## src/rtl/seq_gen_010_101_pkg.sv

```systemverilog
// Shared definitions for the 010/101 sequence generator: FSM encoding,
// detector window constants and the window-match helper.
package seq_gen_010_101_pkg;

  localparam logic [1:0] ST_IDLE  = 2'b00;
  localparam logic [1:0] ST_SHIFT = 2'b01;
  localparam logic [1:0] ST_DONE  = 2'b10;

  localparam logic [2:0] WIN_010 = 3'b010;
  localparam logic [2:0] WIN_101 = 3'b101;

  function automatic logic win_match(input logic [2:0] win);
    return (win == WIN_010) || (win == WIN_101);
  endfunction

endpackage

```

## src/rtl/seq_gen_010_101_hits.sv

```systemverilog
// Overlapping 010/101 window matcher with saturating hit counter; doubles as
// the golden reference model for the Mealy and Moore detectors.
module seq_hit_counter
  import seq_gen_010_101_pkg::*;
#(
  parameter int CW = 4
) (
  input  logic          clk_i,
  input  logic          rst_i,
  input  logic          load_i,
  input  logic          shift_i,
  input  logic          bit_i,
  output logic [CW-1:0] hits_o
);

  localparam logic [CW-1:0] HITS_MAX = {CW{1'b1}};

  logic [1:0]    hist_q, hist_d;
  logic [1:0]    nbits_q, nbits_d;
  logic [CW-1:0] hits_q, hits_d;

  // A load restarts the history with its own first bit, so it never scores.
  always_comb begin
    hist_d  = hist_q;
    nbits_d = nbits_q;
    hits_d  = hits_q;
    if (load_i) begin
      hist_d  = {1'b0, bit_i};
      nbits_d = 2'd1;
      hits_d  = '0;
    end else if (shift_i) begin
      hist_d  = {hist_q[0], bit_i};
      nbits_d = (nbits_q == 2'd2) ? 2'd2 : nbits_q + 2'd1;
      if ((nbits_q == 2'd2) && win_match({hist_q, bit_i}) && (hits_q != HITS_MAX)) begin
        hits_d = hits_q + {{(CW-1){1'b0}}, 1'b1};
      end
    end
  end

  always_ff @(posedge clk_i or posedge rst_i) begin
    if (rst_i) begin
      hist_q  <= 2'b00;
      nbits_q <= 2'd0;
      hits_q  <= '0;
    end else begin
      hist_q  <= hist_d;
      nbits_q <= nbits_d;
      hits_q  <= hits_d;
    end
  end

  assign hits_o = hits_q;

endmodule

```

## src/rtl/seq_gen_010_101.sv

```systemverilog
// Serial pattern generator feeding the 010/101 detectors: FSM plus shift
// datapath, with window counting delegated to seq_hit_counter.
module seq_gen_010_101
  import seq_gen_010_101_pkg::*;
#(
  parameter int PW = 8,
  parameter int CW = 4
) (
  input  logic          clk,
  input  logic          reset,
  input  logic          start,
  input  logic          stop,
  input  logic [PW-1:0] pattern,
  input  logic [2:0]    len,
  input  logic          rpt,
  output logic          x,
  output logic          busy,
  output logic          done,
  output logic [CW-1:0] hits
);

  logic [1:0]    state_q, state_d;
  logic [PW-1:0] pat_q, pat_d;
  logic [PW-1:0] sh_q, sh_d;
  logic [2:0]    idx_q, idx_d;
  logic [2:0]    len_q, len_d;
  logic          rpt_q, rpt_d;
  logic          stop_q, stop_d;
  logic          x_q, x_d;
  logic          load_s, shift_s;

  // sh_q holds the bits still to be sent, MSB next; a stop seen anywhere in
  // SHIFT is remembered so it ends the run at the next pattern boundary.
  always_comb begin
    state_d = state_q;
    pat_d   = pat_q;
    sh_d    = sh_q;
    idx_d   = idx_q;
    len_d   = len_q;
    rpt_d   = rpt_q;
    stop_d  = stop_q;
    x_d     = x_q;
    load_s  = 1'b0;
    shift_s = 1'b0;
    case (state_q)
      ST_IDLE: begin
        x_d = 1'b1;
        if (start) begin
          pat_d   = pattern;
          sh_d    = pattern << 1;
          len_d   = len;
          rpt_d   = rpt;
          stop_d  = 1'b0;
          idx_d   = 3'd0;
          x_d     = pattern[PW-1];
          load_s  = 1'b1;
          state_d = ST_SHIFT;
        end else begin
          state_d = ST_IDLE;
        end
      end
      ST_SHIFT: begin
        stop_d = stop_q | stop;
        if (idx_q == len_q) begin
          if (rpt_q && !(stop_q || stop)) begin
            idx_d   = 3'd0;
            x_d     = pat_q[PW-1];
            sh_d    = pat_q << 1;
            shift_s = 1'b1;
          end else begin
            x_d     = 1'b1;
            state_d = ST_DONE;
          end
        end else begin
          idx_d   = idx_q + 3'd1;
          x_d     = sh_q[PW-1];
          sh_d    = sh_q << 1;
          shift_s = 1'b1;
        end
      end
      ST_DONE: begin
        x_d     = 1'b1;
        state_d = ST_IDLE;
      end
      default: begin
        x_d     = 1'b1;
        state_d = ST_IDLE;
      end
    endcase
  end

  always_ff @(posedge clk or posedge reset) begin
    if (reset) begin
      state_q <= ST_IDLE;
      pat_q   <= '0;
      sh_q    <= '0;
      idx_q   <= 3'd0;
      len_q   <= 3'd0;
      rpt_q   <= 1'b0;
      stop_q  <= 1'b0;
      x_q     <= 1'b1;
    end else begin
      state_q <= state_d;
      pat_q   <= pat_d;
      sh_q    <= sh_d;
      idx_q   <= idx_d;
      len_q   <= len_d;
      rpt_q   <= rpt_d;
      stop_q  <= stop_d;
      x_q     <= x_d;
    end
  end

  seq_hit_counter #(.CW(CW)) u_hits (
    .clk_i   (clk),
    .rst_i   (reset),
    .load_i  (load_s),
    .shift_i (shift_s),
    .bit_i   (x_d),
    .hits_o  (hits)
  );

  assign x    = x_q;
  assign busy = (state_q == ST_SHIFT);
  assign done = (state_q == ST_DONE);

endmodule
```

## config.mk

```make
export PLATFORM = sky130hd
export DESIGN_NAME = seq_gen_010_101
export DESIGN_NICKNAME = d
export VERILOG_FILES = /design/src/rtl/seq_gen_010_101_pkg.sv /design/src/rtl/seq_gen_010_101_hits.sv /design/src/rtl/seq_gen_010_101.sv
export SDC_FILE = /design/constraint.sdc
export NUM_CORES = 1
export LEC_CHECK = 0
export CORE_UTILIZATION = 30
export CTS_BUF_LIST = sky130_fd_sc_hd__clkbuf_8
export CTS_CLUSTER_SIZE = 28
export DETAILED_ROUTE_END_ITERATION = 6
export GPL_TIMING_DRIVEN = 0
export HOLD_SLACK_MARGIN = 0.02
export PLACE_DENSITY_LB_ADDON = 0.1
export SLEW_MARGIN = 20
export SYNTH_ARGS = -nofsm -noshare
export SYNTH_HDL_FRONTEND = slang
export SYNTH_HIERARCHICAL = 1
export SYNTH_SLANG_ARGS = --single-unit
```

## constraint.sdc

```tcl
create_clock -name clk -period 2.83 [get_ports clk]
set_input_delay 0.4245 -clock clk [delete_from_list [all_inputs] [get_ports clk]]
set_output_delay 0.4245 -clock clk [all_outputs]
set_load 0.02 [all_outputs]
```

* Word-level counts from Yosys, hierarchy flattened
Cells that the tools add are included.
** Operators by class
- $add $sub $neg :: 3
- Eq/ne operators :: 11
- Mux-type cells :: 31
- Bitwise operators :: 1
- Reduce and logical (&&, ||, !) cells :: 15
** Operators by type and width (number)
- $mux W8 :: 3
- $pmux W8 S2 :: 1
- $mux W2 :: 7
- $mux W4 :: 3
- $mux W1 :: 10
- $mux W3 :: 3
- $reduce_and A2 Y1 :: 4
- $pmux W3 S2 :: 1
- $reduce_bool A2 Y1 :: 3
- $add A4 B1 Y4 const B :: 1
- $eq A2 B2 Y1 const B :: 2
- $ne A2 B2 Y1 const B :: 2
- $ne A4 B4 Y1 const B :: 1
- $pmux W1 S2 :: 2
- $pmux W2 S2 :: 1
- $add A3 B1 Y3 const B :: 1
- $eq A3 B2 Y1 const B :: 1
- $eq A3 B3 Y1 :: 1
- $eq A3 B3 Y1 const B :: 1
- $logic_and A1 B1 Y1 :: 3
- $ne A3 B2 Y1 const B :: 1
- $reduce_and A3 Y1 :: 1
- $add A2 B1 Y2 const B :: 1
- $eq A2 B1 Y1 const B :: 1
- 5 further kinds :: 6
** Word-level totals
- Register bits after elaboration :: 35
- Logic and storage cells :: 72

* Depth between registers and ports, before layout
- Depth after elaboration :: 13
- Gate-level depth with buffers :: 8
- Mapped depth without buffers :: 8

* Hierarchy
The synthesis kept the hierarchy.
** By module, submodules not included
- seq_gen_010_101 :: times used 1, cells each 107, area an instance 1281.2 µm²
- seq_hit_counter :: times used 1, cells each 42, area an instance 427.9 µm²

* Worst setup path before layout
No wires, ideal clock.
- Path kind :: input -> register
- Start point :: input start
- End point :: register u_hits.hits_q[2] (netlist: u_hits/hits_o[2])
- Library setup time :: 0.120 ns
- Arrival :: 2.214 ns
- Slack :: 0.496 ns
- Stages on the path :: 8
- Path buffers :: 1
- Path through :: nor3b_1 buf_2 nor2b_1 a21oi_1 nor3b_1 o2111a_2 a21oi_1 a31o_2
** Between the ends
- Elaborated cells between the ends (all ways) :: 13
- Classes of those cells :: 2 x eq/ne; 5 x mux; 6 x reduce/logical
** RTL lines
- from (decl) :: line seq_gen_010_101.sv:11 : input logic start,
- $mux W1 * :: line seq_gen_010_101.sv:48 : if (start) begin
- $mux W1 * :: line seq_gen_010_101.sv:45 : case (state_q)
- net load_s :: line seq_gen_010_101.sv:30 : logic load_s, shift_s;
- $reduce_bool A2 Y1 (no source line)
- $reduce_and A2 Y1 (no source line)
- to (signal assigned) :: line seq_gen_010_101_hits.sv:48 : hits_q <= hits_d;
- to (decl) :: line seq_gen_010_101_hits.sv:20 : logic [CW-1:0] hits_q, hits_d;
Mark *: on every way through the listed nets, which the timed path passes. The rest lies on a longest branch.
A chain may end at the register's enable or synchronous reset.

* Final worst setup path
Same ends and word-level chain as after synthesis.

==> flow_summary.toml <==
[outcome]
result_of_the_run = "finished, final reports clean"

[timing]
finalCritPeriodShare = 0.886
fin_hold_ws_ns = 0.447
setup_total_negative_slack_ns = 0
max-slew-margin-rel = 0.353
maxClockFrequency_mhz = 399
worst_pin_slew_ns = 0.964
rsz0062_at_grt = "no"
finalSetupViolCount = 0
clock-skew-final_ns = 0.00583
timing_hold_violations_final = 0
slew_viol_final = 0
post-route-min-period_ns = 2.51

[clock_network]
clkLatencyLatePin_ns = 0.28
cts.clk_slew.worst_paths_ns = 0.06
inserted_clock_buffers = 5
tritoncts = "yes"
cts.path.max_buffers = 2
h-tree-depth = 2
clock-root-buffer = "clkbuf_8"
clkSinkCount = 34

[logic_synthesis]
synth_top_flop_cell = "dfrtp_1"
yosysSeqAreaShare = 0.499
postSynthCellCount = 149
area_share_of_the_leading_cell_type_in_the_synthesized_netlist = 0.483
synth_enable_flop_cells = 0
ys_top_cells_by_area = "dfrtp_1, mux2_2, mux2_4, nor2_1, ha_1"
syn_nets = 169
postSynth.asyncResetShare = 1.00
yosys_warnings = 6
synth.avg_cell_area_um2 = 11.5
post_synth_num_cell_types = 32
postSynthRegisterBits = 34
yosysTopAreaCell = "dfrtp_1"
syn_area_um2 = 1710

[floorplanning]
die_w_um = 77.5
placementRows = 27
floorplan.io_pins = 23
fp.dieArea_um2 = 6000
floorplan.core_area_um2 = 5510
die_height_um = 77.5
initial_utilization = 0.310

[power]
cellLeakagePower_nw = 0.922
design_power_total_mw = 2.71
power.ir.vdd_worst_v = 0.000492
power-per-cell-area_nw_per_um2 = 1260

[worst_setup_path]
reg2reg_to = "u_hits/hits_o[2]$_DFFE_PP0P_"
r2r-start = "len_q[2]$_DFFE_PP0P_"
reg2reg_setup_slack_ns = 0.36
timing.critical_path.to_type = "flip-flop"
critical_path.max_stage_delay_ns = 0.46
startpoint = "start"
cp_common_cell = "a21oi_1"
rr_worst_depth = 8
path_cells = "clkdlybuf4s50_1 > nor3b_4 > buf_2 > nor2b_1 > a21oi_1 > nor3b_1 > o2111a_2 > a21oi_1 > a31o_2"
crit_arrival_ns = 2.67
cp.required_ns = 3.00
timing.critical_path.fanout_max = 10
critical-path-slowest-cell = "clkdlybuf4s50_1"
endpoint_of_the_most_critical_setup_path = "u_hits/hits_o[2]$_DFFE_PP0P_"
cp-start-kind = "primary input"
timing_worst_setup_path_type = "in -> reg"

[final_layout]
layout.cells.most_common_list = "dfrtp_1, clkdlybuf4s50_1, mux2_2, nor2_1, inv_1"
layout.cells.most_common = "dfrtp_1"
nNetsFinal = 198
n_antenna_cell = 0
fillerInstances = 544
final_design_area_no_fill_um2 = 2150
post_route_cells_drive_above_1_share = 0.218
area_growth_pct = 25.7

[place]
io_buffers = 22
gp_congestion = 0.733
placed_area_um2 = 2020
dp.final_hpwl_um = 2600

[grt]
groute.usage.overall = 0.137
first_global_vias = 1285
grt_overflow_total = 0
grt_antenna_before_repair = 0
grt_pass1_wl_um = 6360
grt_start_max_net_pins = 27

[route]
routed_via_density = 4.91
route.final.wire_length_um = 3690
drcViolationCount = 0
firstDrtPassIters = 6
drt_iter0_markers = 29
detailroute.via_count = 1232
postRouteAntennaNets = 0
route.detailed.wl_per_inst_um = 14.7

[flow_run]
max_cap_violations = 0

[hold_path]
hold_path.class = "in -> async"
==> cells by family (layout without fill, tap and decap cells) <==
kind of cell,Yosys count,after routing,share of synthesized area
DFF,34,34,0.499
AOI/OAI and AO/OA,25,25,0.104
and+or+nand+nor,39,39,0.119
muxes,25,25,0.174
adders and majority gates,4,4,0.0293
buffers and inverters,15,45,0.0388
xor gates and xnor gates,7,7,0.0359
==> routing by layer <==
layer / up-vias / GRT usage / share of wire / wire length, um
li1: 589 / - / - / -
met1: 614 / 0.175 / 0.46 / 1690
met2: 25 / 0.222 / 0.50 / 1860
met3: 4 / 0.0412 / 0.034 / 124
met4: 0 / 0.0396 / 0.0051 / 19
met5: - / 0 / 0 / 0
==> synth_stat cells (all sizes together) (2+ instances only) <==
cell type,number
buf,3
dfrtp,33
o211ai,2
nand2,4
a31oi,6
mux2,20
nand4,6
nor2b,4
mux2i,5
o31ai,6
ha,4
nand3,4
nor3b,4
clkbuf,3
xnor2,4
a21oi,4
inv,9
xor2,3
nor2,14
o21ai,2
==> worst min path at each step <==
stage,slack [ns],endpoint,from,cells past startpoint
5_1_grt,0.48,u_hits/hits_o[2]$_DFFE_PP0P_,reset,2
2_1_floorplan,0.24,u_hits/hist_q[0]$_DFFE_PP0P_,reset,1
3_3_place_gp,0.48,stop_q$_DFFE_PP0P_,stop_q$_DFFE_PP0P_,2
6_report,0.45,u_hits/hits_o[1]$_DFFE_PP0P_,reset,2
3_5_place_dp,0.50,rpt_q$_DFFE_PP0P_,rpt_q$_DFFE_PP0P_,1
4_1_cts,0.44,u_hits/hits_o[2]$_DFFE_PP0P_,reset,2
==> flip-flops by register name, summed over array words and instances (netlist names) <==
register and count:
len_q 3, rpt_q 1, state_q 2, stop_q 1
sh_q 7, u_hits/hist_q 2, u_hits/hits_o 4, x 1
u_hits/nbits_q 2, idx_q 3, pat_q 8
==> layout make-up <==
class / instances / area (um^2) / area share
multi-input cells: 100 / 830 / 0.386
inverters: 9 / 33.8 / 0.0157
flip-flops and latches: 34 / 852 / 0.397
clock inverters: 2 / 7.51 / 0.00349
clock buffers: 6 / 82.6 / 0.0384
repair buffers: 22 / 220 / 0.103
plain buffers: 6 / 32.5 / 0.0151
well taps: 72 / 90.1 / 0.0419
==> critical path: cells and delay by family <==
kind                   cells  cell delay, ns
and+or+nand+nor            3            0.77
AOI/OAI and AO/OA          4            0.68
buffers and inverters      2            0.79
==> power breakdown <==
group | switching [mW] | internal (mW)
Clock | 0.166 | 0.191
Sequential | 0.175 | 0.726
Combinational | 0.738 | 0.717
==> per-stage QoR <==
| step | utilization | worst slack, ns | cells |
|---|---|---|---|
| 2_1_floorplan | - | 0.496 | 149 |
| 3_3_place_gp | 0.367 | -0.522 | 243 |
| 3_5_place_dp | 0.367 | -0.629 | 243 |
| 4_1_cts | 0.387 | 0.00599 | 251 |
| 5_1_grt | 0.390 | 0.0873 | 251 |
| 6_report | 0.390 | 0.324 | 251 |
==> repair_timing <==
| action | 4_1_cts | 5_1_grt |
|---|---|---|
| setup endpoints to repair | 5 | 4 |
| hold endpoints to repair | 0 | 0 |
| gates resized for setup | 3 | 3 |
| buffers inserted | 0 | 0 |
| gates cloned | 0 | 0 |
| hold buffers | 0 | 0 |
Note: power is estimated with default switching activity, not from simulation.
==> edit 1, RTL diff (config.mk and constraints unchanged) <==
`CW` is set to 4 in 2 places; all go to 6.
--- a/src/rtl/seq_gen_010_101_hits.sv
+++ b/src/rtl/seq_gen_010_101_hits.sv
@@ -3,7 +3,7 @@
 module seq_hit_counter
   import seq_gen_010_101_pkg::*;
 #(
-  parameter int CW = 4
+  parameter int CW = 6
 ) (
   input  logic          clk_i,
   input  logic          rst_i,
--- a/src/rtl/seq_gen_010_101.sv
+++ b/src/rtl/seq_gen_010_101.sv
@@ -4,7 +4,7 @@
   import seq_gen_010_101_pkg::*;
 #(
   parameter int PW = 8,
-  parameter int CW = 4
+  parameter int CW = 6
 ) (
   input  logic          clk,
   input  logic          reset,
Interface: changed (resized hits); port bits go from 23 to 25. The function was not compared with the original's and may differ.
==> edit 1 against the original RTL <==
  * Largest power group unchanged
  * Setup slack worse by 0.19 ns
  * Design area is 12% higher
  * Area after synthesis is 8.4% higher
  * Maximum frequency is 7.2% lower
  * Sequential cell count is 2 higher
  * Total power is 10% higher
  * Routed wire length is 13% higher
  * Global-route usage is 0.60 points higher
  * Critical endpoint is now u_hits/hits_o[3]
==> edit 1: results <==
outcome:
  outcome: "finished, final reports clean"
detailed_routing:
  vias: 1395
  wl_per_cell_um: 15.2
  drt_wl_total_um: 4170
  drtPass1Iterations: 4
  drtIter0Drc: 41
setup_path:
  r2r_start: "idx_q[1]"
  cpPeakStageDelay_ns: 0.52
  arrival_ns: 2.92
  r2r_slack_ns: 0.16
  cp_top_family: "simple AND/OR/NAND/NOR gates"
  cp_max_fo: 10
  r2r_cells: 7
  cp_slowest_cell: "or4_1"
  reg2reg_to: "u_hits/hits_o[3]"
pwr:
  leakagePower_nw: 0.992
  ir_drop_uv: 398
placed_design:
  pre_cts_ws_ns: -0.870
  dp_hpwl_um: 2820
  place_area_um2: 2190
  gp_congestion: 0.810
  io_buffers: 24
  dp.cells: 263
layout:
  largest_register: "pat_q"
  drive_gt1_frac: 0.236
  n_antenna_cell: 0
  final_nets: 219
yosys:
  synth_area_leaders: "dfrtp_1, mux2_2, mux2_4"
  synth_seq_area_share: 0.487
  syn_inst: 164
  synth_nets: 184
  synth.distinct_cells: 36
  synthTopCellsByCount: "dfrtp_1, mux2_2, nor2_1"
global_route:
  grt_max_degree: 27
  grt_pass1_vias: 1344
  track_usage: 0.143
  grt_pass1_wl_um: 6760
  antenna_found_initial: 0
timing:
  final.setup_skew_ns: 0.00659
  slew_viol_final: 0
  hold-worst-slack_ns: 0.466
  tightest_slew_ns: 0.644
clock_tree:
  clkTransAtPathRegs_ns: 0.07
  root_buffer: "clkbuf_8"
  clockBufferDepth: 2
  cts_buffers: 5
worst_hold_path:
  hold_class: "input pin to async pin"
-- edit 1: metal layers --
layer | GRT usage | wire, um | vias to the layer above
li1 | - | - | 670
met1 | 0.185 | 1930 | 681
met2 | 0.226 | 1980 | 38
met3 | 0.0375 | 207 | 6
met4 | 0.0536 | 54 | 0
met5 | 0 | 0 | -
-- edit 1: kinds of logic (layout without fill, tap and decap cells) --
kind of cell / Yosys count / after routing / share of synthesized area
buffers and inverters: 14 / 49 / 0.0338
AND/OR/NAND/NOR: 48 / 48 / 0.139
adder cells (fa/ha/maj): 4 / 4 / 0.0270
multiplexers: 26 / 26 / 0.167
flip-flops: 36 / 36 / 0.487
AO/OA/AOI/OAI: 30 / 30 / 0.118
XOR/XNOR: 6 / 6 / 0.0284
-- edit 1: cell type report --
type	count	area (um^2)
clock buffer	7	96.3
sequential	36	902
multi-input combinational	114	972
buffer	6	32.5
fill	597	3560
tap	75	93.8
timing repair buffer	28	270
inverter	8	30.0
-- edit 1: what timing repair did --
item | CTS | global route
setup endpoints to repair | 7 | 4
setup buffers | 0 | 4
resized for setup | 6 | 5
hold buffers | 0 | 0
-- edit 1: worst max path at each step --
stage / start / endpoint / slack (ns) / cells past startpoint
2_1_floorplan: start / u_hits/hits_o[3] / 0.23 / 8
3_3_place_gp: start / u_hits/hits_o[3] / -0.81 / 9
3_5_place_dp: start / u_hits/hits_o[3] / -0.87 / 9
4_1_cts: idx_q[0] / u_hits/hits_o[3] / 0.01 / 8
5_1_grt: start / u_hits/hits_o[3] / 0.004 / 9
6_report: start / u_hits/hits_o[3] / 0.13 / 9
-- edit 1: power by group --
part           total, mW  internal, mW  switching [mW]
sequential         0.955         0.753           0.202
clock              0.402         0.217           0.185
combinational       1.63         0.813           0.818
total               2.99          1.78            1.20
==> edit 2, RTL diff (same flow settings) <==
Made on the original files. Register the outputs `busy` and `done`, without a reset; this adds one clock of latency there. The other outputs are not delayed to match.
--- a/src/rtl/seq_gen_010_101.sv
+++ b/src/rtl/seq_gen_010_101.sv
@@ -121,7 +121,9 @@
   );
 
   assign x    = x_q;
-  assign busy = (state_q == ST_SHIFT);
-  assign done = (state_q == ST_DONE);
+  always_ff @(posedge clk) begin
+    busy <= (state_q == ST_SHIFT);
+    done <= (state_q == ST_DONE);
+  end
 
 endmodule
Function: changed (Yosys sat finds a counterexample within 4 cycles, from zero or initial values and one cycle with reset high).
==> edit 2 against the original RTL <==
  * Synthesized cell count is 1.3% higher
  * Largest cell class unchanged
  * Design area is 2.6% higher
  * Clock skew is 0.0016 ns higher
  * Setup slack worse by 0.070 ns
  * Core utilization is 0.54 points higher
  * Critical endpoint unchanged
  * Routed wire length is 0.16% lower
  * Count of clock-buffer cells in the layout is 1 lower
  * Maximum frequency is 2.7% lower
  * Sequential cell count is 2 higher
  * Total power is 4.4% higher
  * Sequential share of layout area is 0.80 points higher
  * Critical path depth is 1 lower
  * Area after synthesis is 2.3% higher
==> edit 2: results <==
yosys:
  synth_nets: 171
  synthArstFlopShare: 0.944
  synth_seq_area_share: 0.510
  synth_area_leaders: "dfrtp_1, mux2_2, mux2_4"
  synth.avg_cell_area_um2: 11.6
placed_design:
  place_area_um2: 2060
pwr:
  pg_seq_uw: 939
  ir_drop_uv: 603
  power_density_nw_per_um2: 1290
  leakagePower_nw: 0.940
  p_clk_uw: 452
  p_sw_mw: 1.10
detailed_routing:
  viasPerCell: 4.87
  wl_met2_um: 1790
layout:
  utilization: 0.396
  nFillCells: 549
  area_share_nonclk_buffers: 0.115
  instances_no_fill: 253
  drive_gt1_frac: 0.227
setup_path:
  cp_top_family: "compound AO/OA/AOI/OAI gates"
  r2r_slack_ns: 0.25
  cp_max_fo: 7
  arrival_ns: 2.76
timing:
  hold-worst-slack_ns: 0.433
  relSlewSlack: 0.615
  max_freq_mhz: 388
outcome:
  outcome: "finished, final reports clean"
global_route:
  grt_use_met3: 0.0372
edit 2: cell types whose count changed after synthesis, sizes merged:
cell / unedited run / this run
dfxtp: 0 / 2
edit 2: logic make-up after synthesis:
family / count (synthesis) / share of synthesized area
AO/OA/AOI/OAI: 25 / 0.102
flip-flops: 36 / 0.510
XOR/XNOR: 7 / 0.0351
buffers and inverters: 15 / 0.0379
AND/OR/NAND/NOR: 39 / 0.117
multiplexers: 25 / 0.170
adder cells (fa/ha/maj): 4 / 0.0286
edit 2: what timing repair did:
item,CTS,global route
hold buffers,0,0
hold endpoints to repair,0,0
endpoints found under the setup margin,4,4
buffers inserted,0,0
pin swaps,0,0
resized for setup,1,4
edit 2: path summary, 6_finish.rpt:
path                       startpoint          endpoint  cells after the start
min in group clk               stop_q            stop_q                      2
hold / removal                  reset  u_hits/hits_o[3]                      2
setup reg to reg             idx_q[0]  u_hits/hits_o[2]                      8
hold reg to reg                stop_q            stop_q                      2
max in group asynchronous       reset                 x                      2
setup / recovery             idx_q[0]  u_hits/hits_o[2]                      8
